<file path="src/rtl/bcd_pkg.sv">
`default_nettype none
// ============================================================================
// Module   : bcd_pkg
// Purpose  : Shared definitions for the sequential binary-to-BCD converter:
//            FSM state type and encodings, default digit count, and the
//            saturation helper functions used by the converter top level.
// Ports    : (package, no ports)
// Revision : 1.0 - initial release
// ============================================================================
package bcd_pkg;

   // FSM state type; explicit one-bit width keeps it legacy-compatible
   typedef logic [0:0] state_t;

   localparam state_t IDLE  = 1'b0;
   localparam state_t SHIFT = 1'b1;

   // Default number of BCD digits on the display path
   localparam int DEF_N_DIGITS = 8;

   // Largest binary value that still fits in n_digits decimal digits
   // (10^n_digits - 1). Valid for n_digits up to 19 in 64 bits.
   function automatic logic [63:0] sat_bin(input int n_digits);
      logic [63:0] p;
      p = 64'd1;
      for (int i = 0; i < n_digits; i++) begin
         p = p * 64'd10;
      end
      return p - 64'd1;
   endfunction

   // Packed BCD word with the low n_digits nibbles all set to 9; callers
   // slice out the 4*n_digits bits they need.
   function automatic logic [255:0] sat_bcd(input int n_digits);
      logic [255:0] r;
      r = '0;
      for (int i = 0; i < 64; i++) begin
         if (i < n_digits) begin
            r[4*i +: 4] = 4'h9;
         end
      end
      return r;
   endfunction

endpackage : bcd_pkg
`default_nettype wire

</file>
<file path="src/rtl/bcd_digit_adj.sv">
`default_nettype none
// ============================================================================
// Module   : bcd_digit_adj
// Purpose  : Double-dabble nibble correction. Adds 3 to a BCD digit that is
//            5 or more so that the following left shift carries correctly
//            into the next decimal digit.
// Ports    : digit_i  in  4  current BCD digit (always 0..9)
//            digit_o  out 4  corrected digit
// Revision : 1.0 - initial release
// ============================================================================
module bcd_digit_adj
   import bcd_pkg::*;
(
   input  logic [3:0] digit_i,
   output logic [3:0] digit_o
);

   // Input never exceeds 9, so the 4-bit sum never carries out (max 12)
   always_comb begin
      digit_o = digit_i;
      if (digit_i >= 4'd5) begin
         digit_o = digit_i + 4'd3;
      end
   end

endmodule : bcd_digit_adj
`default_nettype wire

</file>
<file path="src/rtl/bin_to_bcd_seq.sv">
`default_nettype none
// ============================================================================
// Module   : bin_to_bcd_seq
// Purpose  : Iterative double-dabble binary-to-BCD converter, one input bit
//            per clock. Accepts a value over valid/ready, produces the packed
//            BCD result (digit 0 in bits [3:0]) with a one-cycle done pulse.
//            Values that do not fit in N_DIGITS decimal digits saturate to
//            all nines and raise ovf_o.
// Ports    : clk         in  1           system clock, rising edge
//            rst         in  1           synchronous active-high reset
//            bin_i       in  N_BITS      unsigned value to convert
//            in_valid_i  in  1           bin_i is valid
//            in_ready_o  out 1           idle, can accept a value
//            bcd_o       out 4*N_DIGITS  registered BCD result
//            done_o      out 1           one-cycle pulse when bcd_o updates
//            ovf_o       out 1           last conversion saturated
// Revision : 1.0 - initial release
// ============================================================================
module bin_to_bcd_seq
   import bcd_pkg::*;
#(
   parameter int N_BITS   = 32,
   parameter int N_DIGITS = DEF_N_DIGITS
)(
   input  logic                    clk,
   input  logic                    rst,
   input  logic [N_BITS-1:0]       bin_i,
   input  logic                    in_valid_i,
   output logic                    in_ready_o,
   output logic [4*N_DIGITS-1:0]   bcd_o,
   output logic                    done_o,
   output logic                    ovf_o
);

   localparam int BCD_W = 4 * N_DIGITS;
   localparam int CNT_W = (N_BITS > 1) ? $clog2(N_BITS) : 1;

   // Comparison width: wide enough for both the input and the 64-bit
   // saturation constant, so the compare is a true unsigned magnitude test.
   localparam int CMP_W = (N_BITS > 64) ? N_BITS : 64;

   localparam logic [CMP_W-1:0] SAT_BIN     = CMP_W'(sat_bin(N_DIGITS));
   localparam logic [255:0]     SAT_BCD_ALL = sat_bcd(N_DIGITS);
   localparam logic [BCD_W-1:0] SAT_BCD     = SAT_BCD_ALL[BCD_W-1:0];
   localparam logic [CNT_W-1:0] LAST_ITER   = CNT_W'(N_BITS - 1);

   // ---------------------------------------------------------------------
   // State and datapath registers
   // ---------------------------------------------------------------------
   state_t              state_q,    state_d;
   logic [N_BITS-1:0]   bin_sr_q,   bin_sr_d;
   logic [BCD_W-1:0]    bcd_sr_q,   bcd_sr_d;
   logic [CNT_W-1:0]    cnt_q,      cnt_d;
   logic                ovf_pend_q, ovf_pend_d;
   logic [BCD_W-1:0]    bcd_q,      bcd_d;
   logic                done_q,     done_d;
   logic                ovf_q,      ovf_d;

   // ---------------------------------------------------------------------
   // Combinational helpers
   // ---------------------------------------------------------------------
   logic [BCD_W-1:0]        adj_w;
   logic [BCD_W+N_BITS-1:0] shift_w;
   logic [CMP_W-1:0]        bin_ext_w;
   logic                    ovf_w;
   logic                    accept_w;

   // Per-digit +3 correction on the current BCD accumulator
   for (genvar g = 0; g < N_DIGITS; g++) begin : g_digit_adj
      bcd_digit_adj u_adj (
         .digit_i (bcd_sr_q[4*g +: 4]),
         .digit_o (adj_w[4*g +: 4])
      );
   end

   // Corrected digits and remaining binary bits shift left as one word;
   // the MSB of the corrected BCD falls off (it is always 0 for legal data).
   assign shift_w = {adj_w, bin_sr_q} << 1;

   assign bin_ext_w = CMP_W'(bin_i);
   assign ovf_w     = (bin_ext_w > SAT_BIN);

   assign in_ready_o = (state_q == IDLE);
   assign accept_w   = in_valid_i && in_ready_o;

   // ---------------------------------------------------------------------
   // Next-state logic
   // ---------------------------------------------------------------------
   always_comb begin
      state_d    = state_q;
      bin_sr_d   = bin_sr_q;
      bcd_sr_d   = bcd_sr_q;
      cnt_d      = cnt_q;
      ovf_pend_d = ovf_pend_q;
      bcd_d      = bcd_q;
      done_d     = 1'b0;
      ovf_d      = ovf_q;

      case (state_q)
         IDLE: begin
            if (accept_w) begin
               bin_sr_d   = bin_i;
               bcd_sr_d   = '0;
               cnt_d      = '0;
               ovf_pend_d = ovf_w;
               state_d    = SHIFT;
            end
         end

         SHIFT: begin
            bcd_sr_d = shift_w[BCD_W+N_BITS-1 : N_BITS];
            bin_sr_d = shift_w[N_BITS-1:0];
            cnt_d    = cnt_q + 1'b1;
            if (cnt_q == LAST_ITER) begin
               // Publish straight from the final shift so bcd_o never
               // exposes a partial accumulator.
               bcd_d   = ovf_pend_q ? SAT_BCD : shift_w[BCD_W+N_BITS-1 : N_BITS];
               done_d  = 1'b1;
               ovf_d   = ovf_pend_q;
               state_d = IDLE;
            end
         end

         default: begin
            state_d = IDLE;
         end
      endcase
   end

   // ---------------------------------------------------------------------
   // Registers
   // ---------------------------------------------------------------------
   always_ff @(posedge clk) begin
      if (rst) begin
         state_q    <= IDLE;
         bin_sr_q   <= '0;
         bcd_sr_q   <= '0;
         cnt_q      <= '0;
         ovf_pend_q <= 1'b0;
         bcd_q      <= '0;
         done_q     <= 1'b0;
         ovf_q      <= 1'b0;
      end else begin
         state_q    <= state_d;
         bin_sr_q   <= bin_sr_d;
         bcd_sr_q   <= bcd_sr_d;
         cnt_q      <= cnt_d;
         ovf_pend_q <= ovf_pend_d;
         bcd_q      <= bcd_d;
         done_q     <= done_d;
         ovf_q      <= ovf_d;
      end
   end

   assign bcd_o  = bcd_q;
   assign done_o = done_q;
   assign ovf_o  = ovf_q;

endmodule : bin_to_bcd_seq
`default_nettype wire

</file>
<file path="config.mk">
export PLATFORM = sky130hd
export DESIGN_NAME = bin_to_bcd_seq
export DESIGN_NICKNAME = d
export VERILOG_FILES = /design/src/rtl/bcd_pkg.sv /design/src/rtl/bcd_digit_adj.sv /design/src/rtl/bin_to_bcd_seq.sv
export SDC_FILE = /design/constraint.sdc
export NUM_CORES = 1
export LEC_CHECK = 0
export CORE_AREA = 5 5 122 101
export CTS_BUF_LIST = sky130_fd_sc_hd__clkbuf_2 sky130_fd_sc_hd__clkbuf_4 sky130_fd_sc_hd__clkbuf_8
export CTS_CLUSTER_DIAMETER = 50
export CTS_CLUSTER_SIZE = 24
export DETAILED_ROUTE_END_ITERATION = 8
export DIE_AREA = 0 0 127 106
export PLACE_DENSITY = 0.69
export SYNTH_ARGS = -nofsm -noshare
export SYNTH_HDL_FRONTEND = slang
export SYNTH_SLANG_ARGS = --single-unit
</file>
<file path="constraint.sdc">
create_clock -name clk -period 2.56 [get_ports clk]
set_clock_uncertainty 0.15 [all_clocks]
set_input_delay 0.512 -clock clk [delete_from_list [all_inputs] [get_ports clk]]
set_output_delay 0.512 -clock clk [all_outputs]
set_load 0.1 [all_outputs]
</file>
Word level (Yosys, flattened, before mapping)
Cells that the tools add are included.
W data, S select, Z words.
{"block": "totals", "ff_bits": 105, "in_bits": 35, "elab_cells": 52}
{"block": "classes", "addsub": 9, "magnitude_cmp": 9, "eq_ne": 2, "n_mux": 19, "bitwise": 1, "reduce_logical": 4}
{"cell": "$pmux W32 S2", "n": 2}
{"cell": "$mux W32", "n": 3}
{"cell": "$ge A4 B3 Y1 const B", "n": 8}
{"cell": "$gt A32 B27 Y1 const B", "n": 1}
{"cell": "$add A4 B2 Y4 const B", "n": 7}
{"cell": "$mux W4", "n": 7}
{"cell": "$pmux W5 S2", "n": 1}
{"cell": "$add A5 B1 Y5 const B", "n": 1}
{"cell": "$eq A5 B5 Y1 const B", "n": 1}
{"cell": "$mux W5", "n": 1}
{"cell": "$reduce_and A2 Y1", "n": 2}
{"cell": "$add A3 B2 Y3 const B", "n": 1}
{"cell": "$mux W1", "n": 3}
{"cell": "$mux W3", "n": 1}
{"cell": "$ne A2 B1 Y1 const B", "n": 1}
{"cell": "$pmux W1 S2", "n": 1}
{"cell": "$reduce_or A2 Y1", "n": 1}
{"cell": "$logic_and A1 B1 Y1", "n": 1}
{"cell": "$not A1 Y1", "n": 1}

Logic depth before layout (Yosys ltp)
{"block": "depth", "word_depth": 4, "mapped_depth": 8, "depth_no_buf": 7}

Hierarchy
Synthesis repeated with hierarchy kept, for this count alone.
{"block": "hier_totals", "cells_unflattened": 559, "area_unflattened_um2": 4830.9}
{"module": "bin_to_bcd_seq", "n_inst": 1, "cells_each": 431, "area_each_um2": 4020.1}
{"module": "bcd_digit_adj", "n_inst": 8, "cells_each": 16, "area_each_um2": 101.3}

Least setup slack after synthesis
Ideal clock, no wire load.
{"block": "synth_path", "path_type": "reg2reg", "from": "reg state_q", "to": "reg bcd_sr_q[10]", "setup_ps": 117, "arrival_ps": 1643, "path_slack_ps": 650, "stages_incl_launch_ff": 6, "path_cell_list": "dfxtp_1 buf_4 inv_1 nor2_2 buf_2 a22o_1"}
{"block": "synth_between", "elab_chain_cells": 3}
{"element": "start: declaration", "line_no": "bin_to_bcd_seq.sv:50", "text": "state_t state_q, state_d;"}
{"element": "start signal: assignment", "line_no": "bin_to_bcd_seq.sv:144", "text": "state_q <= state_d;"}
{"element": "$not A1 Y1 (*)"}
{"element": "via in_ready_o", "line_no": "bin_to_bcd_seq.sv:29", "text": "output logic in_ready_o,"}
{"element": "$logic_and A1 B1 Y1", "line_no": "bin_to_bcd_seq.sv:84", "text": "assign accept_w = in_valid_i && in_ready_o;"}
{"element": "$ne A2 B1 Y1 (no line)"}
{"element": "end signal: assignment", "line_no": "bin_to_bcd_seq.sv:146", "text": "bcd_sr_q <= bcd_sr_d;"}
{"element": "end: declaration", "line_no": "bin_to_bcd_seq.sv:52", "text": "logic [BCD_W-1:0] bcd_sr_q, bcd_sr_d;"}
Mark *: on every way through the listed nets, which the timed path passes. The rest lies on a longest branch.
A chain may end at the register's enable or synchronous reset.

Worst setup path in the final report
{"block": "layout_path", "from": "reg cnt_q[0]", "to": "reg bcd_q[2] (netlist: bcd_o[2])"}
{"block": "layout_between", "elab_chain_cells": 2}
{"element": "start: declaration", "line_no": "bin_to_bcd_seq.sv:53", "text": "logic [CNT_W-1:0] cnt_q, cnt_d;"}
{"element": "start signal: assignment", "line_no": "bin_to_bcd_seq.sv:147", "text": "cnt_q <= cnt_d;"}
{"element": "$eq A5 B5 Y1", "line_no": "bin_to_bcd_seq.sv:114", "text": "if (cnt_q == LAST_ITER) begin"}
{"element": "$reduce_and A2 Y1 (no line)"}
{"element": "end signal: assignment", "line_no": "bin_to_bcd_seq.sv:140", "text": "bcd_q <= '0;"}
{"element": "end signal: assignment", "line_no": "bin_to_bcd_seq.sv:149", "text": "bcd_q <= bcd_d;"}
{"element": "end: declaration", "line_no": "bin_to_bcd_seq.sv:55", "text": "logic [BCD_W-1:0] bcd_q, bcd_d;"}
No other way between the ends.

==> out/results.txt <==
status: finished, final reports clean
drt first pass iters: 5
placed instance area: 5520 um^2
Total Die Area: 13500 um^2
routability congestion estimate: 0.814
WL per Instance: 14.5 um
area share of the largest cell type after synthesis: 43.8%
PD cells: 519 nW/um^2
Slew headroom: 48.9%
Worst setup EP type: register
post-route cell area: 5720 um^2
Hold Path Origin: ovf_o
Leakage: 2.34 nW
Design Power: 0.00297 W
NumNets Final: 656
Multi-input gate area: 2460 um^2
Starting Density: 43.2%
Area contributors post-synth: dfxtp_1, mux2i_1, nor2_1
slowest stage cell, crit path: nor3_4
Bufs on Longest Clock Path: 2
CP Buf/Inv Count: 0
Die Width: 127 um
drt initial violations: 256
port bufs: 69
Final Hold Fails: 0
worst slew pin tran: 764 ps
RSZ-0062 raised after global routing: no
maximum clock frequency: 0.459 GHz
crit path cell chain: ha_1 -> and3_1 -> ha_1 -> nand2_1 -> nor3_4 -> a22o_1
Slowest Stage Delay on Critical Path: 640 ps
WHS Endpoint: ovf_o
library cells used by synthesis: 37
via count: 3948
Hold WC Path Type: register to register
antenna-violating nets left: 0
number of cells on the worst reg-to-reg path: 6
Avg Inst Size Synth: 8.81 um^2
I/O pins: 70
Hold Path Depth: 2
Rows: 35
Syn. warnings: 0
TritonCTS Sinks: 105
Worst-Skew Late Latency: 360 ps
Post-synth EDFFs: 0
dominant synthesized flop cell: dfxtp_1
Cells after Synth: 545
max-slew violations: 0
final design utilization: 51.4%
final setup fails: 0
initial antenna violation count: 0
Detailed Place HPWL: 7690 um
CTS tree: yes
synthesized area: 4800 um^2
CP required: 2710 ps
Most common cell on crit path: ha_1
Post-CTS Hold Buffers: 0
n_diodes: 0
Inserted Clock Buffers: 9
post-route minimum period: 2180 ps
PostCTS Resize Cnt: 0
vias in the first global route: 3912
clock-pin slew on the worst setup and hold paths: 90 ps
Worst setup SP type: register
H-Tree Depth: 3
final wirelength: 10900 um
FF+latch area: 2110 um^2
total gr overflow: 0
CP Class: register to register
register area share after synthesis: 43.8%
Synth area leader: dfxtp_1
root buffer cell: clkbuf_8
worst r2r src: cnt_q[0]
crit path DAT: 2330 ps
first-pass GRT wire length: 18300 um
share of layout cells above drive strength 1: 11.7%
maxcap violations: 0
largest net degree at the start of global routing: 68
Final period util: 85.0%
Max rail drop VDD: 0.297 mV
syn_nets: 598
Async S/R FF share, synth: 0%
Synth-to-Final Area Change: 19.1%
Post-CTS Setup Bufs: 0
Reg2Reg Setup Slack: 380 ps
CP max FO: 16
Yosys reg bits: 105
core box area: 11100 um^2
number of remaining DRC errors: 0
final hold slack: 313 ps
Fill cells: 1046
GRT Total Usage: 16.4%
kind of cell adding the most delay to the critical path: simple AND/OR/NAND/NOR gates
FF-to-FF End: bcd_o[2]
setup TNS: 0 ps
vias per cell: 5.22
chip height: 106 um
state kept, by name, summed over array words and instances, names as in the netlist:
signal and count:
bin_sr_q 32, bcd_o 32, done_o 1, ovf_o 1
bcd_sr_q 32, ovf_pend_q 1, state_q 1, cnt_q 5
layout make-up:
cell class,count,share of cell area [%]
clock inverters,2,0.175
repair buffers,80,12.5
flip-flops and latches,105,36.8
multi-input cells,390,42.9
inverters,17,1.12
well taps,148,3.24
clock buffers,14,3.26
cell families (layout without fill, tap and decap cells):
group	after synthesis	count (layout)	share of synthesized area [%]
AOI/OAI and AO/OA	129	129	16.3
xor gates and xnor gates	8	8	1.46
adders and majority gates	18	18	4.69
buffers and inverters	50	113	5.08
DFF	105	105	43.8
muxes	41	41	8.55
and+or+nand+nor	194	194	20.1
power by group:
| group | internal, W | switching (W) |
|---|---|---|
| Sequential | 0.00167 | 0.0000346 |
| Combinational | 0.000123 | 0.000148 |
| Clock | 0.000469 | 0.000528 |
| Total | 0.00226 | 0.000710 |
worst min-delay path, stage by stage (launching register included):
cell and delay [ps]:
dfxtp_1 320, nand2_1 50, a21oi_1 50
cells in the final DEF, fill, tap and decap left out, drive strengths merged, types with 14 or more instances in the layout:
cell type      count
buf               48
dfxtp            105
a21oi             62
clkdlybuf4s50     32
nor3              23
a22o              32
clkbuf            14
mux2i             41
nor3b             18
nand2             16
inv               17
ha                18
o21ai             24
nor2              97
nand2b            17
worst max path at each step:
stage                   from            to  cells past startpoint
CTS                 cnt_q[0]      bcd_o[2]                      6
global placement    cnt_q[0]     bcd_o[10]                      6
finish              cnt_q[0]      bcd_o[2]                      6
floorplan            state_q  bcd_sr_q[10]                      5
global route        cnt_q[0]     bcd_o[30]                      6
detailed placement  cnt_q[0]     bcd_o[17]                      6
synth_stat cells, drive strengths merged (3+ instances only):
cell      n
nor3b    18
a22o     32
clkbuf    3
nor2     97
and2      8
o21ai    24
mux2i    41
inv      17
a21oi    62
xnor2     8
nand2    16
buf      30
nor3     23
nand2b   17
or3       7
o22ai     8
dfxtp   105
ha       18
through the flow:
step / setup WS, ps / cells
floorplan: 650 / 545
global placement: 456 / 740
detailed placement: 377 / 740
CTS: 346 / 756
global route: 227 / 756
finish: 383 / 756
routing by layer:
metal	GRT usage [%]	vias to the layer above	routed length, um
li1	-	2016	-
met1	21.2	1837	5140
met2	27.3	86	5210
met3	4.07	9	517
met4	4.52	0	81
met5	0	-	0
Note: power is estimated with default switching activity, not from simulation.
